[config.mk]
export PLATFORM = sky130hd
export DESIGN_NAME = wavetable_reader
export DESIGN_NICKNAME = d
export VERILOG_FILES = /design/src/rtl/synth_pkg.sv /design/src/rtl/wavetable_reader_lerp.sv /design/src/rtl/wavetable_reader.sv
export SDC_FILE = /design/constraint.sdc
export NUM_CORES = 1
export LEC_CHECK = 0
export ABC_CLOCK_PERIOD_IN_PS = 23500
export BUFFER_PORTS_ARGS = -buffer_cell sky130_fd_sc_hd__buf_2
export CAP_MARGIN = 20
export CORE_MARGIN = 4
export CORE_UTILIZATION = 65
export CTS_BUF_LIST = sky130_fd_sc_hd__clkbuf_4
export CTS_CLUSTER_DIAMETER = 60
export CTS_CLUSTER_SIZE = 25
export DETAILED_ROUTE_END_ITERATION = 6
export GPL_TIMING_DRIVEN = 0
export MAX_ROUTING_LAYER = met4
export PLACE_DENSITY = 0.84
export SLEW_MARGIN = 10
export SYNTH_ARGS = -nofsm -noshare
export SYNTH_HDL_FRONTEND = slang
export SYNTH_SLANG_ARGS = --single-unit
[constraint.sdc]
create_clock -name clk -period 23.5 [get_ports clk]
set_input_delay 4.7 -clock clk [delete_from_list [all_inputs] [get_ports clk]]
set_output_delay 4.7 -clock clk [all_outputs]
set_load 0.005 [all_outputs]
[src/rtl/synth_pkg.sv]
// Shared types and default widths for the oscillator/synth datapath blocks.
package synth_pkg;

  localparam int WT_ADDR_W = 7;
  localparam int WT_DATA_W = 32;
  localparam int WT_FRAC_W = 8;
  localparam int PHASE_W   = 32;

  typedef enum logic [2:0] {
    IDLE    = 3'd0,
    FETCH_A = 3'd1,
    FETCH_B = 3'd2,
    CAP_B   = 3'd3,
    LERP    = 3'd4,
    OUT     = 3'd5
  } wt_state_t;

endpackage

[src/rtl/wavetable_reader_lerp.sv]
// Two-step linear interpolator: registered (b-a)*frac, then a + (prod >>> FRAC_W).
// The floor-rounded result always lies between a and b, so it fits DATA_W.
module lerp
  import synth_pkg::*;
#(
  parameter int DATA_W = WT_DATA_W,
  parameter int FRAC_W = WT_FRAC_W
) (
  input  logic              clk,
  input  logic              rst,
  input  logic              i_mul_en,
  input  logic              i_add_en,
  input  logic [DATA_W-1:0] i_a,
  input  logic [DATA_W-1:0] i_b,
  input  logic [FRAC_W-1:0] i_frac,
  output logic [DATA_W-1:0] o_result
);

  localparam int PROD_W = DATA_W + FRAC_W + 2;

  logic signed [DATA_W:0]   w_diff;
  logic signed [PROD_W-1:0] w_diff_x;
  logic signed [PROD_W-1:0] w_frac_x;
  logic signed [PROD_W-1:0] r_prod;
  logic        [DATA_W-1:0] r_result;

  // The fraction is unsigned, so it is zero-extended before the signed multiply.
  assign w_diff   = {i_b[DATA_W-1], i_b} - {i_a[DATA_W-1], i_a};
  assign w_diff_x = {{(FRAC_W+1){w_diff[DATA_W]}}, w_diff};
  assign w_frac_x = {{(DATA_W+2){1'b0}}, i_frac};

  always_ff @(posedge clk) begin
    if (rst) begin
      r_prod   <= '0;
      r_result <= '0;
    end else begin
      if (i_mul_en) begin
        r_prod <= w_diff_x * w_frac_x;
      end
      if (i_add_en) begin
        r_result <= i_a + DATA_W'(r_prod >>> FRAC_W);
      end
    end
  end

  assign o_result = r_result;

endmodule

[src/rtl/wavetable_reader.sv]
// Wavetable read initiator: phase accumulator, two-entry ROM fetch and linear
// interpolation, producing one sample every six cycles at most.
module wavetable_reader #(
  parameter int ADDR_W  = synth_pkg::WT_ADDR_W,
  parameter int DATA_W  = synth_pkg::WT_DATA_W,
  parameter int PHASE_W = synth_pkg::PHASE_W,
  parameter int FRAC_W  = synth_pkg::WT_FRAC_W
) (
  input  logic               clk,
  input  logic               rst,
  input  logic               en,
  input  logic               sample_tick,
  input  logic [PHASE_W-1:0] phase_inc,
  input  logic               phase_sync,
  output logic [ADDR_W-1:0]  rom_addr,
  input  logic [DATA_W-1:0]  rom_data,
  output logic [DATA_W-1:0]  sample,
  output logic               sample_valid,
  output logic               busy,
  output logic               overrun
);

  import synth_pkg::*;

  wt_state_t          r_state;
  logic [PHASE_W-1:0] r_phase;
  logic [ADDR_W-1:0]  r_idx;
  logic [FRAC_W-1:0]  r_frac;
  logic [DATA_W-1:0]  r_a;
  logic [ADDR_W-1:0]  r_rom_addr;
  logic               r_valid;
  logic               r_busy;
  logic               r_overrun;

  logic               w_request;
  logic               w_accept;
  logic [PHASE_W-1:0] w_base_phase;

  assign w_request    = sample_tick & en;
  assign w_accept     = w_request & (r_state == IDLE);
  // A sync coincident with an accept makes this sample start from phase 0.
  assign w_base_phase = phase_sync ? '0 : r_phase;

  always_ff @(posedge clk) begin
    if (rst) begin
      r_state    <= IDLE;
      r_phase    <= '0;
      r_idx      <= '0;
      r_frac     <= '0;
      r_a        <= '0;
      r_rom_addr <= '0;
      r_valid    <= 1'b0;
      r_busy     <= 1'b0;
      r_overrun  <= 1'b0;
    end else begin
      r_valid <= 1'b0;
      if (phase_sync) begin
        r_phase <= '0;
      end
      if (w_request && (r_state != IDLE)) begin
        r_overrun <= 1'b1;
      end
      case (r_state)
        IDLE: begin
          if (w_accept) begin
            r_idx      <= w_base_phase[PHASE_W-1 -: ADDR_W];
            r_frac     <= w_base_phase[PHASE_W-ADDR_W-1 -: FRAC_W];
            r_rom_addr <= w_base_phase[PHASE_W-1 -: ADDR_W];
            r_phase    <= w_base_phase + phase_inc;
            r_busy     <= 1'b1;
            r_state    <= FETCH_A;
          end
        end
        FETCH_A: begin
          r_rom_addr <= r_idx + ADDR_W'(1);
          r_state    <= FETCH_B;
        end
        FETCH_B: begin
          r_a     <= rom_data;
          r_state <= CAP_B;
        end
        // The interpolator takes b straight off rom_data here so the sum is
        // ready when the FSM enters OUT.
        CAP_B: begin
          r_state <= LERP;
        end
        LERP: begin
          r_valid <= 1'b1;
          r_state <= OUT;
        end
        OUT: begin
          r_busy  <= 1'b0;
          r_state <= IDLE;
        end
        default: begin
          r_busy  <= 1'b0;
          r_state <= IDLE;
        end
      endcase
    end
  end

  lerp #(
    .DATA_W (DATA_W),
    .FRAC_W (FRAC_W)
  ) u_lerp (
    .clk      (clk),
    .rst      (rst),
    .i_mul_en (r_state == CAP_B),
    .i_add_en (r_state == LERP),
    .i_a      (r_a),
    .i_b      (rom_data),
    .i_frac   (r_frac),
    .o_result (sample)
  );

  assign rom_addr     = r_rom_addr;
  assign sample_valid = r_valid;
  assign busy         = r_busy;
  assign overrun      = r_overrun;

endmodule

==> results.tsv, run 1 <==
stage	metric	value	unit
outcome	outcome	completed	
setup_path	cp-start-kind	primary input	
timing	setup_viol	0	
detailed_routing	drc	0	
detailed_routing	routedWlPerCell	18.07	um
setup_path	path_depth	28	
setup_path	cp_data_arrival_time	12240	ps
synthesis	yosys.area.top_type_share	0.2147	
timing	slew_headroom	0.3133	
floorplanning	die-area	31610	sq um
timing	fin_tns_setup	0	ps
detailed_routing	drt-vias-per-instance	5.943	
setup_path	cpLargestDelayFamily	adder cells	
power_and_ir_drop	vdd_ir_drop_max	0.03756	mV
clock_tree	clk-insertion-delay-late	580	ps
timing	tightest_slew	1028	ps
synthesis	synth-compound-area-share	0.1622	
worst_hold_path	min_from	u_lerp.o_result[16]	
timing	hold_violations	0	
clock_tree	clockBufferDepth	2	
detailed_routing	first_pass_iters	6	
setup_path	rr_endpoint	u_lerp.r_prod[32]	
final_layout	regArea	3123	sq um
placement	gp_congestion	0.9420	
timing	post-route-period-util	0.4993	
global_routing	grt_pass1_wl	83820	um
setup_path	cp_max_fo	10	
floorplanning	start_util	0.6671	
clock_tree	cts_resized	0	
clock_tree	cts-root-buf	clkbuf_4	
setup_path	cpPeakStageDelay	620	ps
global_routing	overflow	0	
global_routing	grt_antenna_before_repair	0	
global_routing	track_usage	0.3413	
setup_path	crit_path_top_delay_cell	a2111oi_1	
floorplanning	core.rowCount	61	
setup_path	r2r_setup_slack	15520	ps
synthesis	yosysWarnings	0	
final_layout	final_core_util	0.7138	
synthesis	synth_edf_count	0	
power_and_ir_drop	finalPower	0.6437	mW
clock_tree	tritoncts	yes	
timing	fin_hold_ws	457.0	ps
synthesis	synth_top_family_by_area	adder cells	
setup_path	crit_buf_inv	5	
synthesis	synth_top_flop_cell	dfxtp_1	
clock_tree	htree_levels	4	
synthesis	synthMuxAreaShare	0.005008	
synthesis	yosys.area_share.simple	0.2137	
timing	rsz0062_at_grt	no	
timing	slew_violations	0	
synthesis	synth_fa_ha_area_frac	0.3283	
setup_path	reg2reg_from	r_a[1]	
synthesis	syn-cell-area	18740	sq um
worst_hold_path	worst_hold_path_type	reg2reg	
final_layout	drive_gt1_frac	0.06696	
clock_tree	cts_num_sinks	156	
timing	fin_ws	11770	ps
synthesis	syn_nets	2778	
setup_path	cpMostUsedCell	fa_1	
clock_tree	post_cts_buffers	0	
synthesis	synth_cell_type_count	73	
placement	dp_hpwl	42270	um
final_layout	layout.cells.non_filler	2858	
global_routing	grt_max_degree	17	
worst_hold_path	min_to	u_lerp.o_result[16]	
synthesis	seq_area_frac_synth	0.1667	
timing	fmax	85.23	MHz
placement	pre_cts_ws	11230	ps
synthesis	yosys-top-cells-area	fa_1 (21%), dfxtp_1 (17%), ha_1 (11%)	
final_layout	syn_to_final_growth	6.998	%
final_layout	multi_input_area	14180	sq um
detailed_routing	vias	16990	
worst_hold_path	whs_path_depth	2	
synthesis	yosys.area.top_type	fa_1	
synthesis	synth_common_cells	nand2_1 (377), inv_1 (289), a21oi_1 (222)	
timing	skew	36.36	ps
detailed_routing	drt-initial-drc-count	1222	
detailed_routing	postRouteAntennaNets	0	
floorplanning	die_h	177.8	um
synthesis	synth-xor-area-share	0.04768	
clock_tree	path_clk_slew	140	ps
placement	io_buffers	109	
floorplanning	pin_count	111	
clock_tree	numCtsBuffers	17	
setup_path	reg2reg_depth	29	
synthesis	avgSynthCellArea	8.015	sq um
synthesis	synthCells	2338	
final_layout	fillers	2299	
timing	min_period	11730	ps
placement	dpl-instance-area	19760	sq um
setup_path	worstPathRequired	24010	ps
final_layout	finalInstanceArea	20050	sq um
setup_path	end_kind	flop	
floorplanning	die_x	177.8	um
synthesis	ys_async_sr_fraction	0	
synthesis	ys_ff_latch	156	
placement	dp.cells	2825	
power_and_ir_drop	power.leakage	9.635	nW
power_and_ir_drop	power_density	32.11	nW/um^2
final_layout	nets	2906	
floorplanning	placeableCoreArea	28090	sq um
detailed_routing	totalWireLength	51650	um
clock_tree	postCtsHoldBufs	0	
synthesis	yosysMostFrequentCell	nand2_1	
job	max_cap_violations	0	
setup_path	crit_type	in2reg	
global_routing	grt_pass1_vias	17060	
==> cell families (layout without fill, tap and decap cells) <==
family          after synthesis  count (layout)
buf+inv                     381             522
xor+xnor                    102             102
fa+ha+maj                   371             371
mux                           9               9
simple gates                833             833
flops                       156             156
compound gates              486             486
other cells                   0               1
==> layer usage <==
layer / share of wire / vias to the layer above / track usage / routed length (um)
met5: 0 / - / - / 0
met1: 0.41 / 8230 / 0.4269 / 20990
met2: 0.48 / 692 / 0.5643 / 24950
li1: - / 7932 / - / -
met3: 0.073 / 131 / 0.04836 / 3786
met4: 0.037 / 0 / 0.1312 / 1930
==> layout by cell type, fill, tap and decap left out, drive strengths merged, types with 6 or more instances in the layout <==
cell,count
a211o,8
a211oi,28
a21boi,9
a21o,58
a21oi,224
a31oi,12
and2,143
and3,12
buf,117
clkbuf,100
clkinv,7
dfxtp,156
fa,201
ha,170
inv,294
mux2i,6
nand2,377
nand2b,17
nand3,31
nand3b,14
nand4,10
nor2,107
nor2b,47
nor3,29
o211ai,9
o21a,22
o21ai,62
o21bai,6
o31ai,10
or2,6
or3,13
xnor2,65
xor2,37
==> power by group <==
group          internal, mW  leakage [nW]  switching [mW]
Clock                0.0650         0.152           0.111
Combinational        0.0617          8.22           0.127
Sequential            0.273          1.26         0.00588
Total                 0.400          9.64           0.244
==> state kept, by name, indices dropped and copies added (netlist names) <==
register / cells
r_idx: 7
busy: 1
u_lerp.r_prod: 32
r_frac: 8
u_lerp.o_result: 32
r_phase: 32
r_state: 3
r_a: 32
sample_valid: 1
overrun: 1
rom_addr: 7
==> final cells by class <==
type | count | share of cell area
repair buffers | 109 | 0.02721
clock inverters | 15 | 0.008113
multi-input cells | 1801 | 0.7074
clock buffers | 17 | 0.006365
inverters | 290 | 0.05429
plain buffers | 91 | 0.01716
flip-flops and latches | 156 | 0.1558
diodes | 1 | 0.0001248
well taps | 378 | 0.02359
==> worst register-to-register path, delay by kind of cell (launching register included) <==
family	cells	cell delay, ps
AOI/OAI and AO/OA	11	2800
xor gates and xnor gates	2	720
adders and majority gates	6	2710
buffers and inverters	4	280
DFF	1	400
and+or+nand+nor	6	980
==> how the worst max path moves through the flow <==
stage / slack (ps) / to / from
4_1_cts: 11840 / u_lerp.r_prod[39] / rom_data[1]
3_5_place_dp: 11230 / u_lerp.r_prod[39] / rom_data[1]
5_1_grt: 11140 / u_lerp.r_prod[32] / rom_data[13]
2_1_floorplan: 12300 / u_lerp.r_prod[31] / rom_data[1]
3_3_place_gp: 11380 / u_lerp.r_prod[38] / rom_data[1]
6_report: 11770 / u_lerp.r_prod[32] / rom_data[13]
Power figures use the tool's default switching activity.
==> run 2, diff against run 1 <==
ABC_CLOCK_PERIOD_IN_PS = 10600   (was 23500)
CORE_UTILIZATION = 58   (was 65)
PLACE_DENSITY = 0.8   (was 0.84)
clock period = 10.6 ns   (was 23.5 ns; I/O delays follow)
==> results.tsv, run 2 (same netlist as run 1, synthesis figures left out) <==
stage	metric	value	unit	change
setup_path	cpPeakStageDelay	660	ps	+40 ps
timing	skew	37.48	ps	+1.123 ps
clock_tree	htree_levels	4		unchanged
setup_path	cp_max_fo	8		-2
setup_path	cp-start-kind	primary input		
timing	slew_headroom	0.2500		-0.06328
timing	min_period	9352	ps	
global_routing	grt_max_degree	17		unchanged
detailed_routing	postRouteAntennaNets	0		unchanged
clock_tree	numCtsBuffers	17		unchanged
timing	rsz0062_at_grt	no		
setup_path	cpLargestDelayFamily	compound AO/OA/AOI/OAI gates		
final_layout	syn_to_final_growth	7.225	%	
placement	dp_hpwl	43040	um	+1.8%
setup_path	crit_buf_inv	3		-2
floorplanning	core.rowCount	65		+6.6%
clock_tree	path_clk_slew	140	ps	about the same
setup_path	cp_data_arrival_time	9780	ps	-2460 ps
placement	gp_congestion	0.9724		+3.2%
timing	tightest_slew	1123	ps	+94.72 ps
final_layout	final_core_util	0.6335		-0.08038
global_routing	grt_pass1_wl	86200	um	+2.8%
detailed_routing	routedWlPerCell	18.14	um	+0.37%
floorplanning	start_util	0.5908		-0.07637
final_layout	antennaDiodeCount	0		-1
detailed_routing	first_pass_iters	6		unchanged
clock_tree	cts_num_sinks	156		unchanged
global_routing	track_usage	0.3072		-0.03413
detailed_routing	vias	16860		-0.72%
global_routing	grt_antenna_before_repair	1		+1
final_layout	finalInstanceArea	20090	sq um	+0.21%
final_layout	drive_gt1_frac	0.06737		+0.0004034
power_and_ir_drop	power_density	71.57	nW/um^2	+120%
timing	post-route-period-util	0.8822		
floorplanning	placeableCoreArea	31720	sq um	+13%
clock_tree	cts-root-buf	clkbuf_4		
setup_path	end_kind	flop		
detailed_routing	drt-vias-per-instance	5.853		-1.5%
timing	fmax	106.9	MHz	
detailed_routing	drc	0		unchanged
placement	dpl-instance-area	19790	sq um	+0.15%
power_and_ir_drop	power.leakage	9.640	nW	about the same
clock_tree	postCtsHoldBufs	0		unchanged
floorplanning	die-area	35250	sq um	+12%
detailed_routing	totalWireLength	52260	um	+1.2%
placement	io_buffers	109		unchanged
setup_path	rr_endpoint	u_lerp.r_prod[38]		
clock_tree	cts_resized	0		unchanged
setup_path	worstPathRequired	11030	ps	-12980 ps
global_routing	overflow	0		unchanged
setup_path	crit_type	in2reg		
worst_hold_path	min_to	u_lerp.o_result[13]		
global_routing	grt_pass1_vias	17080		+0.094%
timing	setup_viol	0		unchanged
setup_path	crit_path_top_delay_cell	a2111oi_1		
clock_tree	clockBufferDepth	2		unchanged
detailed_routing	drt-initial-drc-count	1086		-11%
floorplanning	pin_count	111		unchanged
final_layout	final_cell_mix	nand2_1 (377), inv_1 (289), a21oi_1 (222), fa_1 (201), ha_1 (170)		
setup_path	cpMostUsedCell	fa_1		
final_layout	nets	2906		unchanged
final_layout	mostFrequentLayoutCell	nand2_1		
floorplanning	die_x	187.7	um	+5.6%
timing	hold_violations	0		unchanged
worst_hold_path	whs_path_depth	2		unchanged
timing	fin_tns_setup	0	ps	unchanged
setup_path	r2r_setup_slack	2430	ps	-13090 ps
job	max_cap_violations	0		unchanged
final_layout	fillers	2770		+20%
clock_tree	post_cts_buffers	0		unchanged
power_and_ir_drop	vdd_ir_drop_max	0.06884	mV	+83%
timing	slew_violations	0		unchanged
floorplanning	die_h	187.7	um	+5.6%
setup_path	reg2reg_depth	29		unchanged
outcome	outcome	completed		
worst_hold_path	min_from	u_lerp.o_result[13]		
clock_tree	tritoncts	yes		
setup_path	reg2reg_from	r_a[1]		
worst_hold_path	worst_hold_path_type	reg2reg		
clock_tree	clk-insertion-delay-late	570	ps	about the same
run 2: worst max-delay path by stage:
stage / start / endpoint / slack (ps) / cells after the start
after floorplan: rom_data[1] / u_lerp.r_prod[31] / 1980 / 29
after global placement: rom_data[13] / u_lerp.r_prod[38] / 930 / 29
after detailed placement: rom_data[1] / u_lerp.r_prod[38] / 770 / 29
after CTS: rom_data[1] / u_lerp.r_prod[38] / 1330 / 29
after global routing: rom_data[1] / u_lerp.r_prod[38] / 870 / 29
final: rom_data[1] / u_lerp.r_prod[38] / 1250 / 29
run 2: per-stage QoR:
stage	std cells	power, mW	setup WS, ps	hold slack (ps)
after global placement	2849	1.034	929.0	440.7
after CTS	2881	1.433	1330	466.3
after detailed placement	2849	1.043	769.3	449.2
after global routing	2881	1.511	866.1	479.2
after floorplan	2338	0.9085	1980	429.1
final	2881	1.438	1248	461.8
run 2: power by group:
part	internal (mW)	leakage, nW	total [mW]	switching (mW)
Sequential	0.606	1.26	0.619	0.0130
Combinational	0.137	8.22	0.421	0.284
Clock	0.167	0.156	0.398	0.231
Total	0.910	9.64	1.44	0.528
run 2: layout make-up:
cell class	count	area, sq um	area share
Buffer	91	344.1	0.01713
Clock buffer	18	135.1	0.006726
Clock inverter	14	170.2	0.008469
Inverter	290	1089	0.05418
Multi-Input combinational cell	1801	14180	0.7059
Sequential cell	156	3123	0.1554
Tap cell	402	503.0	0.02503
Timing Repair Buffer	109	545.5	0.02715
run 2: layer usage:
layer / vias to the layer above / GRT usage / wire length, um / part of all wire
li1: 7930 / - / - / -
met1: 8204 / 0.3922 / 21860 / 0.42
met2: 595 / 0.5109 / 25200 / 0.48
met3: 133 / 0.03797 / 3211 / 0.061
met4: 0 / 0.1022 / 1977 / 0.038
met5: - / - / 0 / 0
run 2: worst reg2reg max path: cells and delay by family (launching register included):
kind / cells / cell delay [ps]
adders and majority gates: 6 / 2680
buffers and inverters: 3 / 230
and+or+nand+nor: 4 / 560
muxes: 1 / 350
DFF: 1 / 390
AOI/OAI and AO/OA: 15 / 3860
